## src/rtl/adder_pkg.sv

```systemverilog
// Shared defaults, depth helper and segment result type for the segmented pipelined adder.
package adder_pkg;

    localparam int DEF_WIDTH = 16;
    localparam int DEF_SEG_W = 4;

    // Segment result: SEG_W sum bits with the segment carry on top.
    typedef logic [DEF_SEG_W:0] seg_sum_t;

    function automatic int stages(input int width, input int seg_w);
        return width / seg_w;
    endfunction

endpackage

```

## src/rtl/adder_segment.sv

```systemverilog
// Combinational SEG_W-bit ripple-carry segment built from one full adder per bit.
module adder_segment #(
    parameter int SEG_W = adder_pkg::DEF_SEG_W
) (
    input  logic [SEG_W-1:0] seg_a,
    input  logic [SEG_W-1:0] seg_b,
    input  logic             cin,
    output logic [SEG_W-1:0] seg_s,
    output logic             cout
);

    logic [SEG_W:0] carry;
    logic [SEG_W-1:0] prop;

    always_comb begin
        // NOTE: every variable written here gets a default first so no path can infer a latch.
        carry    = '0;
        prop     = '0;
        seg_s    = '0;
        carry[0] = cin;
        for (int i = 0; i < SEG_W; i++) begin
            prop[i]      = seg_a[i] ^ seg_b[i];
            seg_s[i]     = prop[i] ^ carry[i];
            carry[i+1]   = (seg_a[i] & seg_b[i]) | (carry[i] & prop[i]);
        end
        cout = carry[SEG_W];
    end

endmodule

```

## src/rtl/pipelined_adder.sv

```systemverilog
// WIDTH-bit adder resolving SEG_W bits per register stage, with a valid/ready
// handshake and a whole-pipeline stall whenever the output beat is not taken.
module pipelined_adder
    import adder_pkg::*;
#(
    parameter int WIDTH = DEF_WIDTH,
    parameter int SEG_W = DEF_SEG_W
) (
    input  logic             clk,
    input  logic             rst,
    input  logic             in_valid,
    output logic             in_ready,
    input  logic [WIDTH-1:0] a,
    input  logic [WIDTH-1:0] b,
    input  logic             cin,
    output logic             out_valid,
    input  logic             out_ready,
    output logic [WIDTH-1:0] sum,
    output logic             cout,
    output logic             ovf
);

    localparam int STAGES = stages(WIDTH, SEG_W);
    localparam int MSB    = WIDTH - 1;
    localparam logic [WIDTH-1:0] LOW_ONES = {WIDTH{1'b1}} >> (WIDTH - SEG_W);

    if (WIDTH % SEG_W != 0) begin : g_bad_width
        $error("pipelined_adder: WIDTH must be a multiple of SEG_W");
    end

    logic en;

    // Stage inputs: index k is what stage k consumes (stage 0 reads the ports).
    logic             v_src [STAGES];
    logic             c_src [STAGES];
    logic [WIDTH-1:0] a_src [STAGES];
    logic [WIDTH-1:0] b_src [STAGES];
    logic [WIDTH-1:0] s_src [STAGES];

    logic [SEG_W-1:0] seg_s  [STAGES];
    logic             seg_co [STAGES];
    logic [WIDTH-1:0] s_d    [STAGES];

    logic             valid_q [STAGES];
    logic             carry_q [STAGES];
    logic [WIDTH-1:0] a_q     [STAGES];
    logic [WIDTH-1:0] b_q     [STAGES];
    logic [WIDTH-1:0] s_q     [STAGES];

    logic ovf_d;
    logic ovf_q;

    assign out_valid = valid_q[STAGES-1];
    assign en        = !out_valid || out_ready;
    assign in_ready  = en;

    for (genvar k = 0; k < STAGES; k++) begin : g_stage
        localparam logic [WIDTH-1:0] SEG_MASK = LOW_ONES << (k * SEG_W);

        if (k == 0) begin : g_head
            assign v_src[k] = in_valid;
            assign c_src[k] = cin;
            assign a_src[k] = a;
            assign b_src[k] = b;
            assign s_src[k] = '0;
        end else begin : g_body
            assign v_src[k] = valid_q[k-1];
            assign c_src[k] = carry_q[k-1];
            assign a_src[k] = a_q[k-1];
            assign b_src[k] = b_q[k-1];
            assign s_src[k] = s_q[k-1];
        end

        adder_segment #(.SEG_W(SEG_W)) u_seg (
            .seg_a (a_src[k][k*SEG_W +: SEG_W]),
            .seg_b (b_src[k][k*SEG_W +: SEG_W]),
            .cin   (c_src[k]),
            .seg_s (seg_s[k]),
            .cout  (seg_co[k])
        );

        // Splice this stage's segment into the partial sum carried down the pipe.
        assign s_d[k] = (s_src[k] & ~SEG_MASK) | (WIDTH'(seg_s[k]) << (k * SEG_W));

        if (k == STAGES - 1) begin : g_last
            assign ovf_d = (a_src[k][MSB] == b_src[k][MSB]) &&
                           (seg_s[k][SEG_W-1] != a_src[k][MSB]);
        end

        // NOTE: the data flops are reset as well as the valid bits, so sum/cout read zero after reset.
        always_ff @(posedge clk or posedge rst) begin
            if (rst) begin
                valid_q[k] <= 1'b0;
                carry_q[k] <= 1'b0;
                a_q[k]     <= '0;
                b_q[k]     <= '0;
                s_q[k]     <= '0;
            end else if (en) begin
                valid_q[k] <= v_src[k];
                carry_q[k] <= seg_co[k];
                a_q[k]     <= a_src[k];
                b_q[k]     <= b_src[k];
                s_q[k]     <= s_d[k];
            end
        end
    end

    always_ff @(posedge clk or posedge rst) begin
        if (rst) begin
            ovf_q <= 1'b0;
        end else if (en) begin
            ovf_q <= ovf_d;
        end
    end

    assign sum  = s_q[STAGES-1];
    assign cout = carry_q[STAGES-1];
    assign ovf  = ovf_q;

endmodule
```

## config.mk

```make
export PLATFORM = sky130hd
export DESIGN_NAME = pipelined_adder
export DESIGN_NICKNAME = d
export VERILOG_FILES = /design/src/rtl/adder_pkg.sv /design/src/rtl/adder_segment.sv /design/src/rtl/pipelined_adder.sv
export SDC_FILE = /design/constraint.sdc
export NUM_CORES = 1
export LEC_CHECK = 0
export BUFFER_PORTS_ARGS = -buffer_cell sky130_fd_sc_hd__buf_4
export CORE_ASPECT_RATIO = 0.9
export CORE_MARGIN = 2
export CORE_UTILIZATION = 45
export CTS_CLUSTER_DIAMETER = 80
export DETAILED_ROUTE_END_ITERATION = 10
export SYNTH_ARGS = -nofsm -noshare
export SYNTH_HDL_FRONTEND = slang
export SYNTH_SLANG_ARGS = --single-unit
```

## constraint.sdc

```tcl
create_clock -name clk -period 3.4 [get_ports clk]
set_input_delay 0 -clock clk [delete_from_list [all_inputs] [get_ports clk]]
set_output_delay 0 -clock clk [all_outputs]
set_load 0.01 [all_outputs]
```

; Word level (Yosys, flattened, before mapping)
; Index checks and enable logic that the tools add are counted.
[op_classes]
n_eq_ne = 2
reduce_logical = 3
bitwise = 83
[ops]
columns = op, count
row1 = $and A1 B1 Y1, 32
row2 = $xor A1 B1 Y1, 32
row3 = $or A1 B1 Y1, 16
row4 = $or A12 B16 Y16, 1
row5 = $or A8 B12 Y12, 1
row6 = $or A4 B8 Y8, 1
row7 = $eq A1 B1 Y1, 1
row8 = $logic_and A1 B1 Y1, 1
row9 = $logic_not A1 Y1, 1
row10 = $logic_or A1 B1 Y1, 1
row11 = $ne A1 B1 Y1, 1
[word_totals]
register_bits = 145
output_inout_bits = 20
in_bits = 37
wordCells = 107

; Logic depth before layout (Yosys ltp)
[depth]
ltp_word = 10
mapped_depth = 9

; Modules after synthesis
; Synthesis repeated with hierarchy kept, for this count alone.
[hier_totals]
hier_cells = 266
area_unflattened_um2 = 4165.2
[by_module_without_submodules]
columns = module, seq_area_each_um2, area_each_um2, cells_each, n_inst
row1 = pipelined_adder, 2427.3, 3694.8, 210, 1
row2 = adder_segment, 0.0, 117.6, 14, 4

; Worst setup path after synthesis
; Ideal clock, no wire load.
[synth_timing]
path_type = register to register
start = register a_q[28] (netlist bit)
end = register ovf_q, in the netlist ovf
synth_period_minus_slack_ps = 2282
path_stages_with_launch = 10
path_slack_ps = 1118
arrival_ps = 2186
required_ps = 3305
cell_sequence = dfrtp_1 fa_1 inv_1 fa_1 inv_1 fa_1 inv_1 fa_1 xor2_1 o31ai_1
[synth_between]
elab_chain_cells = 10
word_cells_on_any_way = 11
classes_between = 1 x eq/ne / 9 x bitwise / 1 x reduce/logical
[synth_lines]
columns = item, line
row1 = start: declaration, pipelined_adder.sv:46  ; logic [WIDTH-1:0] a_q [STAGES];
row2 = start signal: indexed assignment, pipelined_adder.sv:101  ; a_q[k] <= a_src[k];
row3 = $xor A1 B1 Y1, adder_segment.sv:22  ; prop[i] = seg_a[i] ^ seg_b[i];
row4 = $and A1 B1 Y1, adder_segment.sv:24  ; carry[i+1] = (seg_a[i] & seg_b[i]) | (carry[i] & prop[i]);
row5 = $or A1 B1 Y1 *, adder_segment.sv:24
row6 = $and A1 B1 Y1 *, adder_segment.sv:24
row7 = $or A1 B1 Y1 *, adder_segment.sv:24
row8 = $and A1 B1 Y1 *, adder_segment.sv:24
row9 = $or A1 B1 Y1 *, adder_segment.sv:24
row10 = $xor A1 B1 Y1 *, adder_segment.sv:23  ; seg_s[i] = prop[i] ^ carry[i];
row11 = $ne A1 B1 Y1 *, pipelined_adder.sv:87  ; (seg_s[k][SEG_W-1] != a_src[k][MSB]);
row12 = $logic_and A1 B1 Y1 *, pipelined_adder.sv:86  ; assign ovf_d = (a_src[k][MSB] == b_src[k][MSB]) &&
row13 = end signal: assignment, pipelined_adder.sv:112  ; ovf_q <= ovf_d;
row14 = end: declaration, pipelined_adder.sv:51  ; logic ovf_q;
; Every way passes the cells marked *; elsewhere a longest branch is shown, timed or not.
; A chain may end at the register's enable or synchronous reset.

; Final worst setup path
; Same ends and word-level chain as after synthesis.

==> impl_metrics.json <==
{
  "status": "finished clean",
  "overflow": 0,
  "syn_area_sq_um": 4120,
  "numPortBuffers": 56,
  "layout_common_cells": "97 x dfrtp_1, 68 x mux2_2, 63 x buf_4",
  "vdd_drop_max_v": 0.000336,
  "cts_inserted_buffers": 9,
  "hpwl_um": 4460,
  "drc": 0,
  "fin_nets": 410,
  "stdcell_area_sq_um": 5100,
  "clk_pin_slew_ns": 0.09,
  "synth_nets": 322,
  "period_needed_ns": 2.41,
  "wire_per_inst_um": 13.8,
  "via_per_inst": 4.72,
  "start_kind": "flop",
  "antenna_cells": 0,
  "dr.pass1.iters": 4,
  "critPathKind": "flop to flop",
  "tritoncts": "built",
  "ys_ff_latch": 97,
  "detail_route.wirelength_um": 6680,
  "critPathMaxFanout": 2,
  "dpl-instance-area_sq_um": 4670,
  "root_buffer": "clkbuf_8",
  "syn_inst": 268,
  "maxSlewViolCount": 0,
  "tightest_slew_ns": 0.491,
  "p_per_area_nw_per_um2": 805,
  "antenna_found_initial": 0,
  "fin_crit_sh": 0.709,
  "hold_path_end": "s_q[48]",
  "fin_cells": 483,
  "postCtsSetupBuffers": 0,
  "via_count": 2281,
  "final_util": 0.567,
  "final_common_cell": "dfrtp_1",
  "slew_headroom": 0.673,
  "endpoint_kind": "flop",
  "setup_ws_ns": 0.989,
  "synth_top_area_frac": 0.590,
  "area_growth_pct": 24.0,
  "start_util": 0.457,
  "setup_tns_ns": 0,
  "dp.cells": 441,
  "worst-r2r-cell-count": 9,
  "drtAntennaViolNets": 0,
  "first_iter_violations": 41,
  "ys_top_cells_by_area": "dfrtp_1 59%, mux2_2 19%, fa_1 7.8%, mux2_4 3.6%, inv_1 2.6%",
  "holdPathStages": 3,
  "die_h_um": 94.7,
  "gp_congestion": 0.760,
  "cts_sinks": 97,
  "required_ns": 3.65,
  "worst_r2r_endpoint": "ovf",
  "core-area_sq_um": 9000,
  "cts.htree.levels": 3,
  "grt_max_degree": 40,
  "place_ws_ns": 0.953,
  "die_x_um": 105,
  "grt_pass1_wl_um": 11400,
  "maxCapViolCount": 0,
  "nFillCells": 794,
  "clock_skew_ns": 0.00631,
  "rsz0062_at_grt": "false",
  "setup_viol": 0,
  "fp-row-count": 33,
  "synth_warnings": 0,
  "clk-insertion-delay-late_ns": 0.35,
  "avgSynthCellArea_sq_um": 15.4,
  "die-area_sq_um": 9930,
  "hold_path.class": "input pin to flop",
  "max_freq_mhz": 415,
  "ys_seq_area_frac": 0.590,
  "rr_startpoint": "a_q[28]",
  "finalHoldViolations": 0,
  "reg2reg_slack_ns": 0.99,
  "clockBufferDepth": 2,
  "yosys.area.top_type": "dfrtp_1",
  "first_global_vias": 2350,
  "grt_util_all_layers": 0.149,
  "hp-start": "cin",
  "io_pins": 57,
  "leakage_nw": 2.32,
  "yosysUniqueCellTypes": 18,
  "layout-drive-gt1-share": 0.438,
  "crit_arrival_ns": 2.67
}
-- power breakdown --
part	total, mW	switching [mW]	internal [mW]
logic	1.50	0.600	0.897
registers	1.95	0.292	1.66
clock network	0.662	0.375	0.287
total	4.11	1.27	2.84
-- repair_timing --
action	in CTS	in global routing
hold endpoints to repair	62	0
gates resized for setup	0	0
hold buffers	26	0
-- synth_stat cells, drive strengths merged --
| cell | n |
|---|---|
| fa | 16 |
| nand3b | 1 |
| a21oi | 12 |
| xor2 | 1 |
| nor2b | 1 |
| nand2b | 1 |
| dfrtp | 97 |
| mux2 | 83 |
| buf | 10 |
| nor3b | 12 |
| inv | 30 |
| ha | 1 |
| o31ai | 1 |
| clkbuf | 2 |
-- worst max-delay path, cell delays in order (launching register included) --
cell and delay [ns]:
dfrtp_1 0.40, fa_1 0.42, inv_1 0.07, fa_1 0.16, inv_1 0.05, fa_1 0.35, inv_1 0.08, fa_1 0.44
xor2_1 0.16, o31ai_1 0.20
-- flip-flops by register name, indices dropped and copies added, names as in the netlist --
register and count:
a_q 24, c_src 3, sum 16, s_q 24
ovf 1, out_valid 1, cout 1, v_src 3
b_q 24
-- through the flow --
stage               hold slack (ns)  power, mW
detailed placement           0.0760       3.50
global placement             0.0669       3.44
floorplan                     0.135       2.99
global route                 0.0173       4.46
finish                       0.0335       4.11
CTS                          0.0201       4.20
-- how the worst max path moves through the flow --
stage	to	from	slack, ns	cells after the start
final	ovf	a_q[28]	0.99	9
after CTS	ovf	a_q[28]	0.96	9
after detailed placement	ovf	a_q[28]	0.95	9
after global placement	ovf	a_q[28]	1.06	9
after global routing	ovf	a_q[28]	0.80	9
after floorplan	a_q[28]	rst	0.87	1
-- metal layers --
| layer | GRT usage | wire, um | share of wire | up-vias |
|---|---|---|---|---|
| met5 | 0 | 0 | 0 | - |
| met4 | 0.0367 | 64 | 0.0096 | 0 |
| met3 | 0.0469 | 227 | 0.034 | 5 |
| met2 | 0.247 | 3410 | 0.51 | 34 |
| met1 | 0.194 | 2980 | 0.45 | 1175 |
| li1 | - | - | - | 1067 |
-- final cells by class --
type | count | area, sq um | share of cell area
flip-flops and latches | 97 | 2430 | 0.476
multi-input cells | 129 | 1500 | 0.294
repair buffers | 89 | 733 | 0.144
well taps | 122 | 153 | 0.0299
clock buffers | 12 | 145 | 0.0284
inverters | 30 | 116 | 0.0228
clock inverters | 4 | 28.8 | 0.00564
-- logic make-up after synthesis --
group | count (synthesis) | share of synthesized area
flops | 97 | 0.590
mux | 83 | 0.236
buf+inv | 42 | 0.0459
fa+ha+maj | 17 | 0.0809
simple gates | 15 | 0.0286
compound gates | 13 | 0.0164
xor+xnor | 1 | 0.00213
(Power assumes the default switching activity.)
